===== config.mk =====
export PLATFORM = sky130hd
export DESIGN_NAME = hazard_unit_md
export DESIGN_NICKNAME = d
export VERILOG_FILES = /design/src/rtl/hazard_unit_md_pkg.sv /design/src/rtl/hazard_unit_md_busy_tracker.sv /design/src/rtl/hazard_unit_md.sv
export SDC_FILE = /design/constraint.sdc
export NUM_CORES = 1
export LEC_CHECK = 0
export CORE_ASPECT_RATIO = 2
export CORE_MARGIN = 4
export CORE_UTILIZATION = 46
export CTS_BUF_LIST = sky130_fd_sc_hd__clkbuf_16
export DETAILED_ROUTE_END_ITERATION = 8
export PLACE_DENSITY = 0.81
export SETUP_SLACK_MARGIN = 0.3
export SLEW_MARGIN = 15
export SYNTH_ARGS = -nofsm -noshare
export SYNTH_HDL_FRONTEND = slang
export SYNTH_SLANG_ARGS = --single-unit

===== constraint.sdc =====
create_clock -name clk -period 3.2 [get_ports clk]
set_input_delay 0.48 -clock clk [delete_from_list [all_inputs] [get_ports clk]]
set_output_delay 0.48 -clock clk [all_outputs]
set_load 0.03 [all_outputs]

===== src/rtl/hazard_unit_md_pkg.sv =====
// hazard_unit_md_pkg: shared encodings and defaults for the hazard unit and the mult/div datapath
package hazard_unit_md_pkg;
  typedef enum logic [1:0] {FWD_RF = 2'd0, FWD_W = 2'd1, FWD_M = 2'd2, FWD_E = 2'd3} fwd_e;
  localparam int T_W_DEF = 2;
  localparam logic [T_W_DEF-1:0] TUSE_NONE = '1;
  localparam int MUL_CYCLES_DEF = 5;
  localparam int DIV_CYCLES_DEF = 10;
endpackage


===== src/rtl/hazard_unit_md_busy_tracker.sv =====
// md_busy_tracker: mult/div occupancy counter; ports clk, reset_n, start_i, div_i (divide select), busy_o
module md_busy_tracker
  import hazard_unit_md_pkg::*;
#(
  parameter int MUL_CYCLES = MUL_CYCLES_DEF,
  parameter int DIV_CYCLES = DIV_CYCLES_DEF
) (
  input  logic clk,
  input  logic reset_n,
  input  logic start_i,
  input  logic div_i,
  output logic busy_o
);
  localparam int CW = $clog2(DIV_CYCLES + 1);
  logic [CW-1:0] cnt_q, cnt_d;
  // a start seen while already busy is dropped; the D-stage interlock keeps it from happening
  always_comb cnt_d = cnt_q != '0 ? cnt_q - CW'(1) : start_i ? (div_i ? CW'(DIV_CYCLES) : CW'(MUL_CYCLES)) : '0;
  always_ff @(posedge clk)
    if (!reset_n) cnt_q <= '0;
    else cnt_q <= cnt_d;
  assign busy_o = cnt_q != '0;
endmodule


===== src/rtl/hazard_unit_md.sv =====
// hazard_unit_md: Tuse/Tnew forwarding, stall and HI/LO interlock for a 5-stage MIPS pipeline
//   in : D_rs/D_rt + tuse, D_md, E_rs/E_rt, M_rt, per-stage wa/we, E/M tnew, E_md_start/E_md_div
//   out: stall, E_clr, D/E/M forwarding selects, md_busy, saturating stall_cnt
module hazard_unit_md
  import hazard_unit_md_pkg::*;
#(
  parameter int RA_W       = 5,
  parameter int T_W        = T_W_DEF,
  parameter int MUL_CYCLES = MUL_CYCLES_DEF,
  parameter int DIV_CYCLES = DIV_CYCLES_DEF,
  parameter int CNT_W      = 32
) (
  input  logic            clk,
  input  logic            reset_n,
  input  logic [RA_W-1:0] D_rs,
  input  logic [RA_W-1:0] D_rt,
  input  logic [T_W-1:0]  D_tuse_rs,
  input  logic [T_W-1:0]  D_tuse_rt,
  input  logic            D_md,
  input  logic [RA_W-1:0] E_rs,
  input  logic [RA_W-1:0] E_rt,
  input  logic [RA_W-1:0] M_rt,
  input  logic [RA_W-1:0] E_wa,
  input  logic [RA_W-1:0] M_wa,
  input  logic [RA_W-1:0] W_wa,
  input  logic            E_we,
  input  logic            M_we,
  input  logic            W_we,
  input  logic [T_W-1:0]  E_tnew,
  input  logic [T_W-1:0]  M_tnew,
  input  logic            E_md_start,
  input  logic            E_md_div,
  output logic            stall,
  output logic            E_clr,
  output logic [1:0]      D_rs_fwd,
  output logic [1:0]      D_rt_fwd,
  output logic [1:0]      E_rs_fwd,
  output logic [1:0]      E_rt_fwd,
  output logic            M_rt_fwd,
  output logic            md_busy,
  output logic [CNT_W-1:0] stall_cnt
);
  function automatic logic hit(input logic we, input logic [RA_W-1:0] wa, input logic [RA_W-1:0] a);
    return we && wa != '0 && wa == a;
  endfunction
  logic e_drs, m_drs, w_drs, e_drt, m_drt, w_drt, m_ers, w_ers, m_ert, w_ert;
  logic rs_stall, rt_stall, md_stall;
  logic [CNT_W-1:0] stall_cnt_q, stall_cnt_d;
  assign e_drs = hit(E_we, E_wa, D_rs);
  assign m_drs = hit(M_we, M_wa, D_rs);
  assign w_drs = hit(W_we, W_wa, D_rs);
  assign e_drt = hit(E_we, E_wa, D_rt);
  assign m_drt = hit(M_we, M_wa, D_rt);
  assign w_drt = hit(W_we, W_wa, D_rt);
  assign m_ers = hit(M_we, M_wa, E_rs);
  assign w_ers = hit(W_we, W_wa, E_rs);
  assign m_ert = hit(M_we, M_wa, E_rt);
  assign w_ert = hit(W_we, W_wa, E_rt);
  // nearest producer owns the register; if it is not ready yet, fall back to RF and let the stall cover it
  assign D_rs_fwd = e_drs ? (E_tnew == '0 ? FWD_E : FWD_RF) : m_drs ? (M_tnew == '0 ? FWD_M : FWD_RF) : w_drs ? FWD_W : FWD_RF;
  assign D_rt_fwd = e_drt ? (E_tnew == '0 ? FWD_E : FWD_RF) : m_drt ? (M_tnew == '0 ? FWD_M : FWD_RF) : w_drt ? FWD_W : FWD_RF;
  assign E_rs_fwd = m_ers ? (M_tnew == '0 ? FWD_M : FWD_RF) : w_ers ? FWD_W : FWD_RF;
  assign E_rt_fwd = m_ert ? (M_tnew == '0 ? FWD_M : FWD_RF) : w_ert ? FWD_W : FWD_RF;
  assign M_rt_fwd = hit(W_we, W_wa, M_rt);
  // all-ones tuse marks an operand that is never read
  assign rs_stall = ~&D_tuse_rs && ((e_drs && E_tnew > D_tuse_rs) || (m_drs && M_tnew > D_tuse_rs));
  assign rt_stall = ~&D_tuse_rt && ((e_drt && E_tnew > D_tuse_rt) || (m_drt && M_tnew > D_tuse_rt));
  assign md_stall = D_md && (md_busy || E_md_start);
  assign stall = rs_stall || rt_stall || md_stall;
  assign E_clr = stall;
  md_busy_tracker #(.MUL_CYCLES(MUL_CYCLES), .DIV_CYCLES(DIV_CYCLES)) u_md (
    .clk    (clk),
    .reset_n(reset_n),
    .start_i(E_md_start),
    .div_i  (E_md_div),
    .busy_o (md_busy)
  );
  always_comb stall_cnt_d = stall && !(&stall_cnt_q) ? stall_cnt_q + CNT_W'(1) : stall_cnt_q;
  always_ff @(posedge clk)
    if (!reset_n) stall_cnt_q <= '0;
    else stall_cnt_q <= stall_cnt_d;
  assign stall_cnt = stall_cnt_q;
endmodule


==> qor.csv <==
metric,value,unit
final worst path period need,2.884,ns
global-route wire length before repair,15.35,mm
Setup TNS Final,0,ns
Worst R2R Path Depth,9,
antenna diode count,0,
CTS Buffer Depth,2,
"Cell Chain, Critical Path",clkdlybuf4s50_1 > o21ai_1 > or4_4 > o21ai_4 > a211oi_4 > buf_4 > bufbuf_16 > or4_1 > a21oi_2,
IO Pins,100,
die area,7792,µm²
Area Growth Syn to Fin,53.39,%
Overflow after GRT,0,
DRC,0,
vias in the first global route,3434,
WP data arrival,3.09,ns
post-DR wirelength/cell,17.43,µm
Max Fanout on Critical Path,14,
fmax,346.7,MHz
"Hold Vio Cnt, Final",0,
largest net degree at the start of global routing,28,
Initial Util,48.01,%
Via-to-Cell Ratio,5.872,
FP Rows,40,
Root Driver,clkbuf_16,
clk sinks,36,
CP peak stage delay,0.59,ns
Finish-stage setup viols,0,
antenna violations before repair,0,
PD cells,357.7,nW/µm²
cell count after synthesis,366,
"Slew Viols, Final",0,
Syn Area/Cell,8.010,µm²
port buffer count,99,
WHS,0.4656,ns
Worst R2R Setup Slack,0.62,ns
P_leak,1.702,nW
Core Box Area,6106,µm²
CTS tree,built,
r2r endpoint,stall_cnt[31],
Max-Cap Viols,0,
hold depth,1,
H-tree depth,2,
run status,"complete, no violations",
sequential area share after synthesis,24.58,%
clock skew,0.001946,ns
"CTS clk-pin slew, worst paths",0.05,ns
worst slew pin tran,0.8487,ns
fin nets,551,
clk_lat worst skew,0.28,ns
Total GRT Usage,25.19,%
r2r startpoint,stall_cnt[0],
synthesized area,2932,µm²
worst min-delay path class,reg2reg,
layout cells sized above 1,17.73,%
crit-path leading delay family,simple AND/OR/NAND/NOR gates,
count of different cell masters after synthesis,44,
post-synthesis register bit count,36,
CTS Buf Count,5,
yosys warns,0,
ANT nets after route,0,
worst hold path endpoint,u_md.cnt_q[0],
Die Wd,64.45,µm
Setup CP Type,in2reg,
initial detailed-routing violation count,219,
WP data required,3.40,ns
Pre-antenna DRT Iters,5,
HP Start,u_md.cnt_q[0],
via count,3341,
# hold bufs at CTS,0,
unrepaired setup endpoints after global routing,yes,
slew margin rel.,43.36,%
GPL Wtd Cong,0.9753,
VDD IR max,185.3,µV
Post-Syn Nets,432,
CP endpoint kind,flop,
Tcrit/Tclk final,90.12,%
DRT Wirelength,9.920,mm
Die H,120.9,µm
CP max-delay cell,or4_4,
CP bufs+invs,3,
Worst Setup Start Kind,primary input,
Post-DP HPWL,7.231,mm
## worst register-to-register path: cells and delay by family (launching register included)
kind,cells,cell delay [ns]
compound gates,1,0.14
fa+ha+maj,1,0.23
buf+inv,1,0.22
flops,1,0.36
simple gates,6,1.57
## sequential cells by signal, summed over array words and instances, names as in the netlist
name	cells
stall_cnt	32
u_md.cnt_q	4
## cells in the final DEF (no fill, tap or decap), types with 3 or more instances in the layout
master           instances
a21oi_1                 22
a21oi_2                  6
and3_1                   7
and4_1                   6
buf_4                   36
buf_6                    5
clkbuf_16                5
clkdlybuf4s50_1         68
dfxtp_1                 36
dlygate4sd2_1           17
dlymetal6s2s_1           5
ha_1                    10
inv_1                   12
mux2i_1                  5
nand2_1                 19
nand2b_1                 7
nand3_1                 22
nand4_1                 11
nor2_1                   5
nor3_1                   9
nor4_1                   9
nor4_2                   3
o21a_1                  13
o21ai_0                  6
o21ai_1                  8
o31a_1                   3
o31ai_1                  7
or2_2                    3
or3_1                   14
or4_1                    8
or4_4                    9
xnor2_1                 25
xor2_1                  28
## area by class of cell
class	count	area [µm²]
Multi-Input combinational cell	291	2155
Fill cell	475	1609
Timing Repair Buffer	138	1335
Sequential cell	36	720.7
Clock buffer	5	125.1
Tap cell	84	105.1
Inverter	13	48.80
Clock inverter	2	7.507
## power breakdown
part           switching [mW]  internal [mW]  leakage (nW)
logic                   0.337          0.314          1.35
clock network           0.178          0.278        0.0648
registers              0.0243          0.477         0.291
total                   0.539           1.07          1.70
## timing repair
| item | in CTS | in global routing |
|---|---|---|
| setup endpoints to repair | 19 | 23 |
| pin swaps | 8 | 14 |
| buffers inserted | 7 | 0 |
| gates cloned | 2 | 0 |
| resized for setup | 36 | 32 |
## cells by family (layout without fill, tap and decap cells)
| group | count (synthesis) | in the layout | share of synthesized area, % |
|---|---|---|---|
| simple gates | 139 | 139 | 27.91 |
| compound gates | 82 | 82 | 18.69 |
| xor+xnor | 55 | 55 | 16.43 |
| buf+inv | 39 | 158 | 6.402 |
| flops | 36 | 36 | 24.58 |
| fa+ha+maj | 10 | 10 | 4.268 |
| mux | 5 | 5 | 1.707 |
## Yosys cell counts
| cell type | n | area, µm² |
|---|---|---|
| a211oi_1 | 1 | 7.510 |
| or3_1 | 14 | 87.58 |
| o21a_1 | 13 | 97.59 |
| mux2i_1 | 5 | 50.05 |
| o311ai_1 | 1 | 8.760 |
| ha_1 | 10 | 125.1 |
| or2_2 | 3 | 18.77 |
| nor2_1 | 6 | 22.52 |
| buf_2 | 9 | 45.04 |
| and3_1 | 7 | 43.79 |
| xor2_1 | 28 | 245.2 |
| o41ai_1 | 2 | 17.52 |
| buf_6 | 3 | 33.78 |
| a31oi_1 | 2 | 12.51 |
| a221oi_1 | 1 | 8.760 |
| o21ai_2 | 1 | 8.760 |
| and2_1 | 2 | 12.51 |
| nor3b_1 | 1 | 7.510 |
| or4_4 | 2 | 22.52 |
| nor3_2 | 1 | 10.01 |
| or4_1 | 15 | 112.6 |
| a211oi_4 | 1 | 20.02 |
| and4_1 | 6 | 52.55 |
| nand4_1 | 11 | 68.82 |
| nand3_1 | 22 | 110.1 |
| nand3b_1 | 1 | 7.510 |
| a221o_1 | 1 | 10.01 |
| nor2b_1 | 1 | 6.260 |
| o31a_1 | 3 | 26.28 |
| nand2_1 | 19 | 71.32 |
| o31ai_1 | 10 | 75.07 |
| nor4_1 | 12 | 75.07 |
| nand2b_1 | 7 | 43.79 |
| a21oi_1 | 28 | 140.1 |
| clkbuf_1 | 12 | 45.04 |
| o21ai_0 | 7 | 35.03 |
| inv_1 | 13 | 48.80 |
| o211ai_1 | 1 | 7.510 |
| o21ai_1 | 9 | 45.04 |
| xnor2_1 | 27 | 236.5 |
| buf_4 | 2 | 15.01 |
| o2bb2ai_4 | 1 | 27.53 |
| nor3_1 | 9 | 45.04 |
| dfxtp_1 | 36 | 720.7 |
## routing by layer
layer / GRT usage [%] / vias to the layer above / part of all wire, %
met2: 49.42 / 155 / 56
met3: 5.005 / 49 / 5.7
met4: 18.15 / 0 / 7.2
met1: 21.22 / 1550 / 31
met5: 0 / - / 0
li1: - / 1587 / -
## worst max-delay path by stage
stage / from / end / slack, ns / cells past startpoint
6_report: E_we / stall_cnt[15] / 0.32 / 9
5_1_grt: W_wa[2] / D_rs_fwd[0] / 0.20 / 9
4_1_cts: D_tuse_rs[1] / stall_cnt[21] / 0.29 / 12
3_5_place_dp: M_wa[3] / stall_cnt[29] / -0.02 / 11
3_3_place_gp: M_wa[1] / E_rt_fwd[0] / 0.006 / 8
2_1_floorplan: M_wa[1] / stall / 0.31 / 9
## per-stage QoR
| step | instances | total power, mW | util (%) | instance area (µm²) | worst slack [ns] |
|---|---|---|---|---|---|
| after floorplan | 366 | 0.8561 | - | 2942 | 0.3127 |
| after global placement | 553 | 1.033 | 67.50 | 4121 | 0.006213 |
| after detailed placement | 553 | 1.055 | 67.50 | 4121 | -0.02449 |
| after CTS | 569 | 1.604 | 72.07 | 4400 | 0.2931 |
| after global routing | 569 | 1.679 | 73.65 | 4497 | 0.1957 |
| final | 569 | 1.609 | 73.65 | 4497 | 0.3160 |
(Power assumes the default switching activity.)
